===== src/rtl/npu_pkg.sv =====
// rtl/npu_pkg.sv - shared tile geometry and scheduler state encoding for the PE array
package npu_pkg;

    localparam int OC_TILE  = 64;
    localparam int ROW_BAND = 32;

    typedef enum logic [2:0] {
        ST_IDLE,
        ST_LOAD,
        ST_START,
        ST_ARM,
        ST_RUN,
        ST_DRAIN,
        ST_NEXT
    } sched_state_t;

endpackage


===== src/rtl/tile_iter.sv =====
// rtl/tile_iter.sv - nested row-band / output-channel tile counters with remainder clamping
module tile_iter #(
    parameter int OC_TILE  = npu_pkg::OC_TILE,
    parameter int ROW_BAND = npu_pkg::ROW_BAND,
    parameter int OC_W     = 10,
    parameter int H_W      = 8
) (
    input  logic            clk,
    input  logic            reset,
    input  logic            init,
    input  logic            advance,
    input  logic [OC_W-1:0] cfg_oc,
    input  logic [H_W-1:0]  cfg_h,
    output logic [OC_W-1:0] oc_base,
    output logic [H_W-1:0]  row_base,
    output logic [7:0]      tile_oc,
    output logic [5:0]      tile_h,
    output logic            last
);

    localparam logic [OC_W:0] OC_STEP  = (OC_W+1)'(OC_TILE);
    localparam logic [H_W:0]  ROW_STEP = (H_W+1)'(ROW_BAND);

    // One extra bit so base + step never wraps near the top of the range.
    logic [OC_W:0] oc_next;
    logic [OC_W:0] oc_rem;
    logic [H_W:0]  row_next;
    logic [H_W:0]  h_rem;

    assign oc_next  = {1'b0, oc_base} + OC_STEP;
    assign row_next = {1'b0, row_base} + ROW_STEP;
    assign oc_rem   = {1'b0, cfg_oc} - {1'b0, oc_base};
    assign h_rem    = {1'b0, cfg_h} - {1'b0, row_base};

    assign tile_oc = (oc_rem >= OC_STEP) ? 8'(OC_TILE) : 8'(oc_rem);
    assign tile_h  = (h_rem >= ROW_STEP) ? 6'(ROW_BAND) : 6'(h_rem);
    assign last    = (oc_next >= {1'b0, cfg_oc}) && (row_next >= {1'b0, cfg_h});

    always_ff @(posedge clk or posedge reset) begin
        if (reset) begin
            oc_base  <= '0;
            row_base <= '0;
        end else if (init) begin
            oc_base  <= '0;
            row_base <= '0;
        end else if (advance) begin
            // Advance is never issued on the last tile, so row_next fits in H_W bits here.
            if (oc_next >= {1'b0, cfg_oc}) begin
                oc_base  <= '0;
                row_base <= row_next[H_W-1:0];
            end else begin
                oc_base  <= oc_next[OC_W-1:0];
            end
        end
    end

endmodule


===== src/rtl/pe_array_sched.sv =====
// rtl/pe_array_sched.sv - per-layer tile scheduler sequencing load, PE run and drain handshakes
module pe_array_sched #(
    parameter int OC_TILE  = npu_pkg::OC_TILE,
    parameter int ROW_BAND = npu_pkg::ROW_BAND,
    parameter int OC_W     = 10,
    parameter int H_W      = 8
) (
    input  logic            clk,
    input  logic            reset,
    input  logic            layer_start,
    input  logic [OC_W-1:0] cfg_oc,
    input  logic [H_W-1:0]  cfg_h,
    input  logic [5:0]      cfg_w,
    input  logic [2:0]      cfg_k,
    input  logic [2:0]      cfg_stride,
    output logic            busy,
    output logic            layer_done,
    output logic            cfg_err,
    output logic            load_req,
    input  logic            load_ack,
    output logic            pe_start,
    input  logic            pe_done,
    output logic            drain_req,
    input  logic            drain_ack,
    output logic [7:0]      tile_oc,
    output logic [5:0]      tile_h,
    output logic [OC_W-1:0] tile_oc_base,
    output logic [H_W-1:0]  tile_row_base,
    output logic [2:0]      pe_k,
    output logic [5:0]      pe_w,
    output logic [2:0]      pe_stride
);

    import npu_pkg::*;

    sched_state_t    state;
    sched_state_t    state_nx;
    logic [OC_W-1:0] oc_q;
    logic [H_W-1:0]  h_q;
    logic [5:0]      w_q;
    logic [2:0]      k_q;
    logic [2:0]      stride_q;
    logic            cfg_err_q;
    logic            cfg_ok;
    logic            accept;
    logic            last;

    assign cfg_ok = (cfg_oc != '0) && (cfg_h != '0);
    assign accept = (state == ST_IDLE) && layer_start && cfg_ok;

    always_ff @(posedge clk or posedge reset) begin
        if (reset) begin
            state     <= ST_IDLE;
            oc_q      <= '0;
            h_q       <= '0;
            w_q       <= '0;
            k_q       <= '0;
            stride_q  <= '0;
            cfg_err_q <= 1'b0;
        end else begin
            state     <= state_nx;
            cfg_err_q <= (state == ST_IDLE) && layer_start && !cfg_ok;
            if (accept) begin
                oc_q     <= cfg_oc;
                h_q      <= cfg_h;
                w_q      <= cfg_w;
                k_q      <= cfg_k;
                stride_q <= cfg_stride;
            end
        end
    end

    always_comb begin
        state_nx = state;
        case (state)
            ST_IDLE:  if (accept)     state_nx = ST_LOAD;
            ST_LOAD:  if (load_ack)   state_nx = ST_START;
            ST_START:                 state_nx = ST_ARM;
            // Wait for the array to drop pe_done so a stale idle level is not taken as completion.
            ST_ARM:   if (!pe_done)   state_nx = ST_RUN;
            ST_RUN:   if (pe_done)    state_nx = ST_DRAIN;
            ST_DRAIN: if (drain_ack)  state_nx = ST_NEXT;
            ST_NEXT:                  state_nx = last ? ST_IDLE : ST_LOAD;
            default:                  state_nx = ST_IDLE;
        endcase
    end

    tile_iter #(
        .OC_TILE  (OC_TILE),
        .ROW_BAND (ROW_BAND),
        .OC_W     (OC_W),
        .H_W      (H_W)
    ) u_tile_iter (
        .clk      (clk),
        .reset    (reset),
        .init     (accept),
        .advance  ((state == ST_NEXT) && !last),
        .cfg_oc   (oc_q),
        .cfg_h    (h_q),
        .oc_base  (tile_oc_base),
        .row_base (tile_row_base),
        .tile_oc  (tile_oc),
        .tile_h   (tile_h),
        .last     (last)
    );

    assign busy       = (state != ST_IDLE);
    assign layer_done = (state == ST_NEXT) && last;
    assign cfg_err    = cfg_err_q;
    assign load_req   = (state == ST_LOAD);
    assign pe_start   = (state == ST_START);
    assign drain_req  = (state == ST_DRAIN);
    assign pe_k       = k_q;
    assign pe_w       = w_q;
    assign pe_stride  = stride_q;

endmodule


===== config.mk =====
export PLATFORM = sky130hd
export DESIGN_NAME = pe_array_sched
export DESIGN_NICKNAME = d
export VERILOG_FILES = /design/src/rtl/npu_pkg.sv /design/src/rtl/tile_iter.sv /design/src/rtl/pe_array_sched.sv
export SDC_FILE = /design/constraint.sdc
export NUM_CORES = 1
export LEC_CHECK = 0
export CORE_ASPECT_RATIO = 0.7
export CORE_MARGIN = 2
export CORE_UTILIZATION = 50
export DETAILED_ROUTE_END_ITERATION = 8
export PLACE_DENSITY_LB_ADDON = 0.05
export SLEW_MARGIN = 20
export SYNTH_ARGS = -nofsm -noshare
export SYNTH_HDL_FRONTEND = slang
export SYNTH_HIERARCHICAL = 1
export SYNTH_SLANG_ARGS = --single-unit

===== constraint.sdc =====
create_clock -name clk -period 7.8 [get_ports clk]
set_input_delay 1.56 -clock clk [delete_from_list [all_inputs] [get_ports clk]]
set_output_delay 1.56 -clock clk [all_outputs]
set_load 0.005 [all_outputs]

==> results of run 1 <==
worst max-delay path: stages, from the launching register on:
cell and delay [ps]:
sky130_fd_sc_hd__dfrtp_1 450, sky130_fd_sc_hd__ha_1 260, sky130_fd_sc_hd__xor2_1 160, sky130_fd_sc_hd__ha_1 310
sky130_fd_sc_hd__a21o_1 180, sky130_fd_sc_hd__a221oi_2 330, sky130_fd_sc_hd__o21ai_0 280, sky130_fd_sc_hd__and3_1 250
sky130_fd_sc_hd__and4_1 200, sky130_fd_sc_hd__clkdlybuf4s50_1 430
sequential cells by signal (all words and copies together) (netlist names):
register / cells
oc_q: 10
h_q: 8
pe_w: 6
u_tile_iter/oc_base: 4
pe_k: 3
pe_stride: 3
state: 3
u_tile_iter/row_base: 3
cfg_err: 1
final cells by class:
cell class / count / area, um2 / area share [%]
Clock inverter: 2 / 15.0 / 0.436
Multi-Input combinational cell: 169 / 1390 / 40.4
Sequential cell: 41 / 1030 / 29.8
Clock buffer: 6 / 72.6 / 2.11
Inverter: 28 / 105 / 3.05
Timing Repair Buffer: 75 / 746 / 21.6
Tap cell: 72 / 90.1 / 2.61
metrics by stage:
stage | power, mW | instance area, um2 | instances | utilization [%] | hold slack [ps]
global placement | 0.953 | 3360 | 385 | 65.3 | 486
detailed placement | 0.967 | 3360 | 385 | 65.3 | 494
finish | 1.10 | 3450 | 393 | 67.0 | 508
floorplan | 0.749 | 2680 | 258 | - | 479
global route | 1.19 | 3450 | 393 | 67.0 | 519
CTS | 1.11 | 3450 | 393 | 67.0 | 513
how the worst min path moves through the flow:
| stage | end | cells past startpoint |
|---|---|---|
| CTS | pe_stride[1]$_DFFE_PP0P_ | 1 |
| global route | pe_stride[1]$_DFFE_PP0P_ | 1 |
| detailed placement | pe_stride[1]$_DFFE_PP0P_ | 1 |
| global placement | pe_stride[0]$_DFFE_PP0P_ | 1 |
| floorplan | h_q[0]$_DFFE_PP0P_ | 1 |
| finish | pe_stride[1]$_DFFE_PP0P_ | 1 |
cells by family (layout without fill, tap and decap cells):
group | Yosys count | count (layout) | synth area share (%)
compound gates | 31 | 31 | 10.5
xor+xnor | 8 | 8 | 2.67
fa+ha+maj | 19 | 19 | 9.05
buf+inv | 48 | 111 | 9.77
flops | 41 | 41 | 39.1
mux | 33 | 33 | 14.1
other cells | 2 | 15 | 0.286
simple gates | 63 | 63 | 14.5
metal layers:
metal / global-route usage [%] / part of all wire [%] / vias to the layer above / wire, um
met5: 0 / 0 / - / 0
met1: 26.5 / 50 / 935 / 2610
met3: 6.63 / 7.7 / 5 / 402
met2: 28.7 / 41 / 57 / 2180
met4: 5.77 / 1.1 / 0 / 57
li1: - / - / 976 / -
power breakdown:
group / internal [mW] / switching (mW)
logic: 0.334 / 0.232
registers: 0.305 / 0.0917
clock network: 0.0631 / 0.0759
cells in the final DEF, fill, tap and decap left out, types with 5 or more instances in the layout:
master                             n
sky130_fd_sc_hd__and2_1            6
sky130_fd_sc_hd__clkbuf_8          5
sky130_fd_sc_hd__clkdlybuf4s50_1  73
sky130_fd_sc_hd__conb_1           15
sky130_fd_sc_hd__dfrtp_1          41
sky130_fd_sc_hd__ha_1             19
sky130_fd_sc_hd__inv_1            28
sky130_fd_sc_hd__mux2_2           32
sky130_fd_sc_hd__nand2_1           8
sky130_fd_sc_hd__nand2b_1          6
sky130_fd_sc_hd__nor2_1           16
sky130_fd_sc_hd__xor2_1            5
synthesized netlist by cell type, types with 2 or more instances:
master                     number  area (um2)
sky130_fd_sc_hd__dfrtp_1       41        1030
sky130_fd_sc_hd__mux2_2        32         360
sky130_fd_sc_hd__inv_1         28         105
sky130_fd_sc_hd__ha_1          19         238
sky130_fd_sc_hd__nor2_1        16        60.1
sky130_fd_sc_hd__buf_4         12        90.1
sky130_fd_sc_hd__nand2_1        8        30.0
sky130_fd_sc_hd__and2_1         6        37.5
sky130_fd_sc_hd__nand2b_1       6        37.5
sky130_fd_sc_hd__xor2_1         5        43.8
sky130_fd_sc_hd__a21oi_1        4        20.0
sky130_fd_sc_hd__buf_6          4        45.0
sky130_fd_sc_hd__nor4_1         4        25.0
sky130_fd_sc_hd__o21ai_0        4        20.0
sky130_fd_sc_hd__clkbuf_1       3        11.3
sky130_fd_sc_hd__nand3_1        3        15.0
sky130_fd_sc_hd__o22ai_1        3        18.8
sky130_fd_sc_hd__xnor2_1        3        26.3
sky130_fd_sc_hd__a221oi_2       2        30.0
sky130_fd_sc_hd__conb_1         2        7.51
sky130_fd_sc_hd__nand3b_1       2        15.0
sky130_fd_sc_hd__nand4_1        2        12.5
sky130_fd_sc_hd__nor3_1         2        10.0
sky130_fd_sc_hd__o32ai_1        2        17.5
sky130_fd_sc_hd__or2_2          2        12.5
==> results_tabular.tex, run 1 <==
\begin{tabular}{lr}
\hline
Metric & Value \\
\hline
\multicolumn{2}{l}{\textbf{Run status}} \\
Result of the run & completed \\
\multicolumn{2}{l}{\textbf{GRT}} \\
Overflow left after global routing & 0 \\
Global-route wire length before repair & $\sim$9000 um \\
Via count of the first global-routing pass & between 1500 and 2000 \\
Number of antenna violations at the first check in global routing & 0 \\
Overall routing resource usage & around 19\% \\
Pin count of the biggest net entering global routing & 35 \\
\multicolumn{2}{l}{\textbf{Finish}} \\
Antenna cells & 0 \\
Fillcell total & around 430 \\
Area growth from synthesis to layout & 31.3\% \\
Ratio of cells with drive above 1 in the final layout & between 10\% and 20\% \\
\# nets final & about 380 \\
\multicolumn{2}{l}{\textbf{Yosys}} \\
Synthesized area per cell & approximately 11 um2 \\
Number of synthesized flops with an enable pin & 0 \\
Post-Syn Area & approximately 2600 um2 \\
Register area share after synthesis & between 30 and 40\% \\
Number of library cell types mapped by synthesis & between 50 and 60 \\
Share of flip-flops with an asynchronous set or reset & between 90\% and 100\% \\
Number of register bits inferred by synthesis & 41 \\
Cell count after synthesis & about 250 \\
Flip-flop cell with the highest count after synthesis & sky130\_fd\_sc\_hd\_\_dfrtp\_1 \\
Yosys synthesis warning count & 6 \\
\multicolumn{2}{l}{\textbf{Timing}} \\
Setup repair after global routing missed its margin & false \\
Crit share post-route & roughly three fifths \\
Relative slew margins & between 60\% and 70\% \\
Final count of hold timing violations & 0 \\
Final Skew & about 2.3 ps \\
Setup Total Neg Slack & 0 ps \\
Finish-stage setup viols & 0 \\
Final count of pins violating max slew & 0 \\
Highest clock rate & 213 MHz \\
Slew of the pin with the lowest slew margin & approximately 580 ps \\
Worst Setup Slack, final & 3100 ps \\
Time the worst path needs with I/O delays and setup & 4700 ps \\
\multicolumn{2}{l}{\textbf{Critical path}} \\
End of the worst register-to-register path & u\_tile\_iter/row\_base[7]\$\_DFFE\_PP0P\_ \\
Startpoint of the worst setup timing path & u\_tile\_iter/oc\_base[6]\$\_DFFE\_PP0P\_ \\
Launching point of the worst reg2reg path & u\_tile\_iter/oc\_base[6]\$\_DFFE\_PP0P\_ \\
Length in cells of the worst reg-to-reg path & 13 \\
Required time reported for the critical path endpoint & 6240 ps \\
Crit Path Max Fanout & 6 \\
Kind of end point of the critical path & output port \\
Flop2flop setup slack & $\sim$4200 ps \\
Worst setup SP type & register \\
End of the critical path & layer\_done \\
Classification of the worst setup path & register to output port \\
Worst path arrival time & roughly 3100 ps \\
\multicolumn{2}{l}{\textbf{Clock network}} \\
Clock root buffer & sky130\_fd\_sc\_hd\_\_clkbuf\_8 \\
Number of buffers added to fix hold violations after cts & 0 \\
Post-CTS clock slew at the launch and capture registers of the worst setup and hold paths & 80 ps \\
Post-cts repair resize count & 0 \\
Clock Path Buffers & 2 \\
CTS HTree Levels & 2 \\
Number of post-CTS setup repair buffers & 0 \\
Sinks on Clock Net & 41 \\
Clock insertion delay at the later pin of the skew report & a little under 300 ps \\
Total CTS buffers & 5 \\
CTS tree & built \\
\multicolumn{2}{l}{\textbf{Floorplan}} \\
Initial cell density of the core & a little over 50\% \\
Number of top-level pins & 86 \\
Site row count & 22 \\
Die X-Extent & 90.6 um \\
Area enclosed by the die boundary & 5860 um2 \\
Area inside the core boundary & between 5000 and 6000 um2 \\
Vertical die dimension & between 60 and 70 um \\
\multicolumn{2}{l}{\textbf{Worst hold path}} \\
Kind of path behind the tightest hold check & register to register \\
Start point of the worst min-delay path & pe\_stride[1]\$\_DFFE\_PP0P\_ \\
\multicolumn{2}{l}{\textbf{Placed design}} \\
Detailed-placement wirelength estimate & 4150 um \\
Post-Place Setup Slack & 3450 ps \\
Buffers added on ports & 73 \\
Last weighted congestion value of the routability-driven placer & approximately 0.80 \\
\multicolumn{2}{l}{\textbf{Detailed routing}} \\
Length of the first detailed-routing pass in iterations & 4 \\
Post-detailed-route via-to-cell ratio & between 5 and 6 \\
Number of design rule violations left after detail routing & 0 \\
Routed WL per cell & between 10 and 15 um \\
Iteration-0 DRC Markers & 54 \\
Post-Route WL & roughly 5200 um \\
Count of nets left with antenna violations after detail routing & 0 \\
Number of vias in the routed layout & between 1500 and 2000 \\
\multicolumn{2}{l}{\textbf{Flow run}} \\
Number of max-capacitance violations reported & 0 \\
\multicolumn{2}{l}{\textbf{Power and ir drop}} \\
LEAKAGE & 1.50 nW \\
Power Dens Cells & around 320 nW/um2 \\
Maximum ir drop on the vdd rail & 0.160 mV \\
\hline
\end{tabular}
(Power assumes the default switching activity.)
==> inputs of run 2 (changes only) <==
CORE_UTILIZATION = 42   (was 50)
clock period = 3.9 ns   (was 7.8 ns; I/O delays follow)
==> run 2 against run 1 <==
  * First-iteration DRC count stayed put
  * Hold slack hardly changed
  * Clock skew is 4.3 ps higher
  * Wire length is 6.4% higher
  * Design area is 1.5% higher
  * Combinational power is 100% higher
  * Non-clock buffer count is 4 higher
  * Clock power is 100% higher
  * Worst setup slack worse by 2900 ps
  * Sequential share of layout area is 0.45 points lower
  * Global-route usage is 2.1 points lower
  * Largest cell class unchanged
  * Largest power group unchanged
==> results_tabular.tex, run 2 (synthesis results as in run 1) <==
\begin{tabular}{lr}
\hline
Metric & Value \\
\hline
\multicolumn{2}{l}{\textbf{Power and ir drop}} \\
Maximum ir drop on the vdd rail & 0.319 mV (+100\%) \\
LEAKAGE & 1.52 nW (+1.3\%) \\
Power Dens Cells & 637 nW/um2 (+99\%) \\
\multicolumn{2}{l}{\textbf{GRT}} \\
Overall routing resource usage & 17.2\% (-2.1 points) \\
Global-route wire length before repair & 9540 um (+6.3\%) \\
Number of antenna violations at the first check in global routing & 0 (unchanged) \\
Pin count of the biggest net entering global routing & 35 (unchanged) \\
Via count of the first global-routing pass & 2024 (+5.2\%) \\
Overflow left after global routing & 0 (unchanged) \\
\multicolumn{2}{l}{\textbf{Finish}} \\
Ratio of cells with drive above 1 in the final layout & 18.5\% (+1.3 points) \\
Combined area of the multi-input logic cells & 1410 um2 (+1.1\%) \\
Fillcell total & 568 (+31\%) \\
Non-filler cells in the finished layout & 403 (+2.5\%) \\
Reg with most FFs & oc\_q \\
Antenna cells & 0 (unchanged) \\
Highest-count cells in the layout ignoring fill and taps & 73 x sky130\_fd\_sc\_hd\_\_clkdlybuf4s50\_1, 41 x sky130\_fd\_sc\_hd\_\_dfrtp\_1, 32 x sky130\_fd\_sc\_hd\_\_mux2\_2, 28 x sky130\_fd\_sc\_hd\_\_inv\_1, 19 x sky130\_fd\_sc\_hd\_\_ha\_1 \\
\# nets final & 379 (+1.1\%) \\
Sequential standard cell area & 1030 um2 (unchanged) \\
Number of flip-flops in the largest register & 10 (unchanged) \\
Area growth from synthesis to layout & 33.3\% \\
Most common cell after layout, fill and taps aside & sky130\_fd\_sc\_hd\_\_clkdlybuf4s50\_1 \\
\multicolumn{2}{l}{\textbf{Placed design}} \\
Detailed-placement wirelength estimate & 4400 um (+6.2\%) \\
Last weighted congestion value of the routability-driven placer & 0.988 (+24\%) \\
Post-placement cell count & 393 (+2.1\%) \\
Buffers added on ports & 73 (unchanged) \\
\multicolumn{2}{l}{\textbf{Critical path}} \\
Required time reported for the critical path endpoint & 3120 ps (-3120 ps) \\
Sum of buffers and inverters on the critical path & 1 (unchanged) \\
Crit path max-delay cell type & sky130\_fd\_sc\_hd\_\_dfrtp\_1 \\
Cell repeated most along the worst path & sky130\_fd\_sc\_hd\_\_ha\_1 \\
Cell family with the largest share of critical-path delay & compound AO/OA/AOI/OAI gates \\
Crit Path Max Fanout & 6 (unchanged) \\
Worst setup SP type & register \\
Crit-path max cell delay & 440 ps (about the same) \\
Kind of end point of the critical path & output port \\
Cell-by-cell trace of the critical path & ha\_1, xor2\_1, ha\_1, a21o\_1, a221oi\_4, o21ai\_2, and3\_1, and4\_1, clkdlybuf4s50\_1 \\
Classification of the worst setup path & register to output port \\
Worst path arrival time & 2940 ps (-200 ps) \\
\multicolumn{2}{l}{\textbf{Timing}} \\
Finish-stage setup viols & 0 (unchanged) \\
Highest clock rate & approximately 270 MHz \\
Setup Total Neg Slack & 0 ps (unchanged) \\
Crit share post-route & between 90 and 100\% \\
Time the worst path needs with I/O delays and setup & roughly 3700 ps \\
Final count of hold timing violations & 0 (unchanged) \\
Final-layout worst hold slack & 508 ps (-0.148 ps) \\
Final Skew & 6.58 ps (+4.26 ps) \\
Final count of pins violating max slew & 0 (unchanged) \\
\multicolumn{2}{l}{\textbf{Worst hold path}} \\
Kind of path behind the tightest hold check & register to register \\
\multicolumn{2}{l}{\textbf{Floorplan}} \\
Vertical die dimension & 70.2 um (+8.5\%) \\
Area inside the core boundary & 6130 um2 (+19\%) \\
Initial cell density of the core & 42.9\% (-8.1 points) \\
Number of top-level pins & 86 (unchanged) \\
Die X-Extent & 98.5 um (+8.7\%) \\
Area enclosed by the die boundary & 6910 um2 (+18\%) \\
Site row count & 24 (+9.1\%) \\
\multicolumn{2}{l}{\textbf{Clock network}} \\
Total CTS buffers & 5 (unchanged) \\
Clock insertion delay at the later pin of the skew report & 290 ps (about the same) \\
CTS HTree Levels & 2 (unchanged) \\
CTS tree & built \\
Clock root buffer & sky130\_fd\_sc\_hd\_\_clkbuf\_8 \\
Number of buffers added to fix hold violations after cts & 0 (unchanged) \\
Sinks on Clock Net & 41 (unchanged) \\
Clock Path Buffers & 2 (unchanged) \\
Post-CTS clock slew at the launch and capture registers of the worst setup and hold paths & 80 ps (about the same) \\
\multicolumn{2}{l}{\textbf{Detailed routing}} \\
Post-Route WL & 5580 um (+6.4\%) \\
Length of the first detailed-routing pass in iterations & 4 (unchanged) \\
Number of vias in the routed layout & 1974 (+0.051\%) \\
Iteration-0 DRC Markers & 54 (unchanged) \\
Number of design rule violations left after detail routing & 0 (unchanged) \\
Count of nets left with antenna violations after detail routing & 0 (unchanged) \\
Post-detailed-route via-to-cell ratio & 4.90 (-2.4\%) \\
Routed WL per cell & 13.8 um (+3.7\%) \\
\multicolumn{2}{l}{\textbf{Run status}} \\
Result of the run & completed \\
\multicolumn{2}{l}{\textbf{Flow run}} \\
Number of max-capacitance violations reported & 0 (unchanged) \\
\hline
\end{tabular}
run 2: cell types whose count changed in the layout (fill, tap and decap cells not counted), sizes merged:
cell  change
buf       +4
run 2: cell type report:
type                            instances  area share [%]
Clock buffer                            6            2.07
Sequential cell                        41            29.3
Inverter                               28            3.00
Timing Repair Buffer                   79            22.2
Clock inverter                          2           0.429
Multi-Input combinational cell        169            40.2
Tap cell                               78            2.79
run 2: what timing repair did:
| action | CTS | global route |
|---|---|---|
| endpoints found under the hold margin | 0 | 0 |
| buffers inserted | 0 | 2 |
| endpoints found under the setup margin | 1 | 1 |
| resized for setup | 1 | 2 |
| pin swaps | 0 | 1 |
run 2: layer usage:
layer / routed length [um] / global-route usage (%) / part of all wire (%) / vias up
li1: - / - / - / 988
met1: 2800 / 24.7 / 50 / 917
met2: 2230 / 24.0 / 40 / 62
met3: 495 / 7.41 / 8.9 / 7
met4: 57 / 3.96 / 1.0 / 0
met5: 0 / 0 / 0 / -
run 2: path summary, 6_finish.rpt:
| check | from | slack, ps | depth (start not counted) | end |
|---|---|---|---|---|
| worst max-delay path | u_tile_iter/oc_base[6]$_DFFE_PP0P_ | 180 | 9 | layer_done |
| worst min-delay path | pe_stride[1]$_DFFE_PP0P_ | 510 | 1 | pe_stride[1]$_DFFE_PP0P_ |
| worst max register to register | u_tile_iter/oc_base[6]$_DFFE_PP0P_ | 440 | 12 | u_tile_iter/row_base[5]$_DFFE_PP0P_ |
| worst min register to register | pe_stride[1]$_DFFE_PP0P_ | 510 | 1 | pe_stride[1]$_DFFE_PP0P_ |
| max in group asynchronous | reset | 2650 | 3 | pe_w[1]$_DFFE_PP0P_ |
| min in group asynchronous | reset | 770 | 2 | u_tile_iter/oc_base[7]$_DFFE_PP0P_ |
run 2: power breakdown:
part	switching, mW	internal (mW)
Clock	0.152	0.126
Combinational	0.478	0.684
Sequential	0.177	0.610
Total	0.807	1.42
run 2: worst register-to-register path, delay by kind of cell, from the launching register on:
| family | cells | cell delay (ps) |
|---|---|---|
| flops | 1 | 440 |
| buf+inv | 1 | 230 |
| compound gates | 4 | 870 |
| mux | 1 | 370 |
| simple gates | 3 | 670 |
| fa+ha+maj | 2 | 580 |
| xor+xnor | 1 | 170 |
run 2: through the flow:
stage | cell area (um2) | total power, mW | util, % | setup WS (ps)
after floorplan | 2680 | 1.50 | - | 601
after global placement | 3380 | 1.94 | 55.2 | 410
after detailed placement | 3380 | 1.94 | 55.2 | 301
after CTS | 3470 | 2.23 | 56.6 | 67.2
after global routing | 3500 | 2.42 | 57.1 | -6.50
final | 3500 | 2.23 | 57.1 | 176
==> inputs of run 3 (changes only) <==
CTS_CLUSTER_SIZE = 24   (was not set)
==> results of run 3 <==
The final DEF is identical to that of run 2; final timing and power are the same.
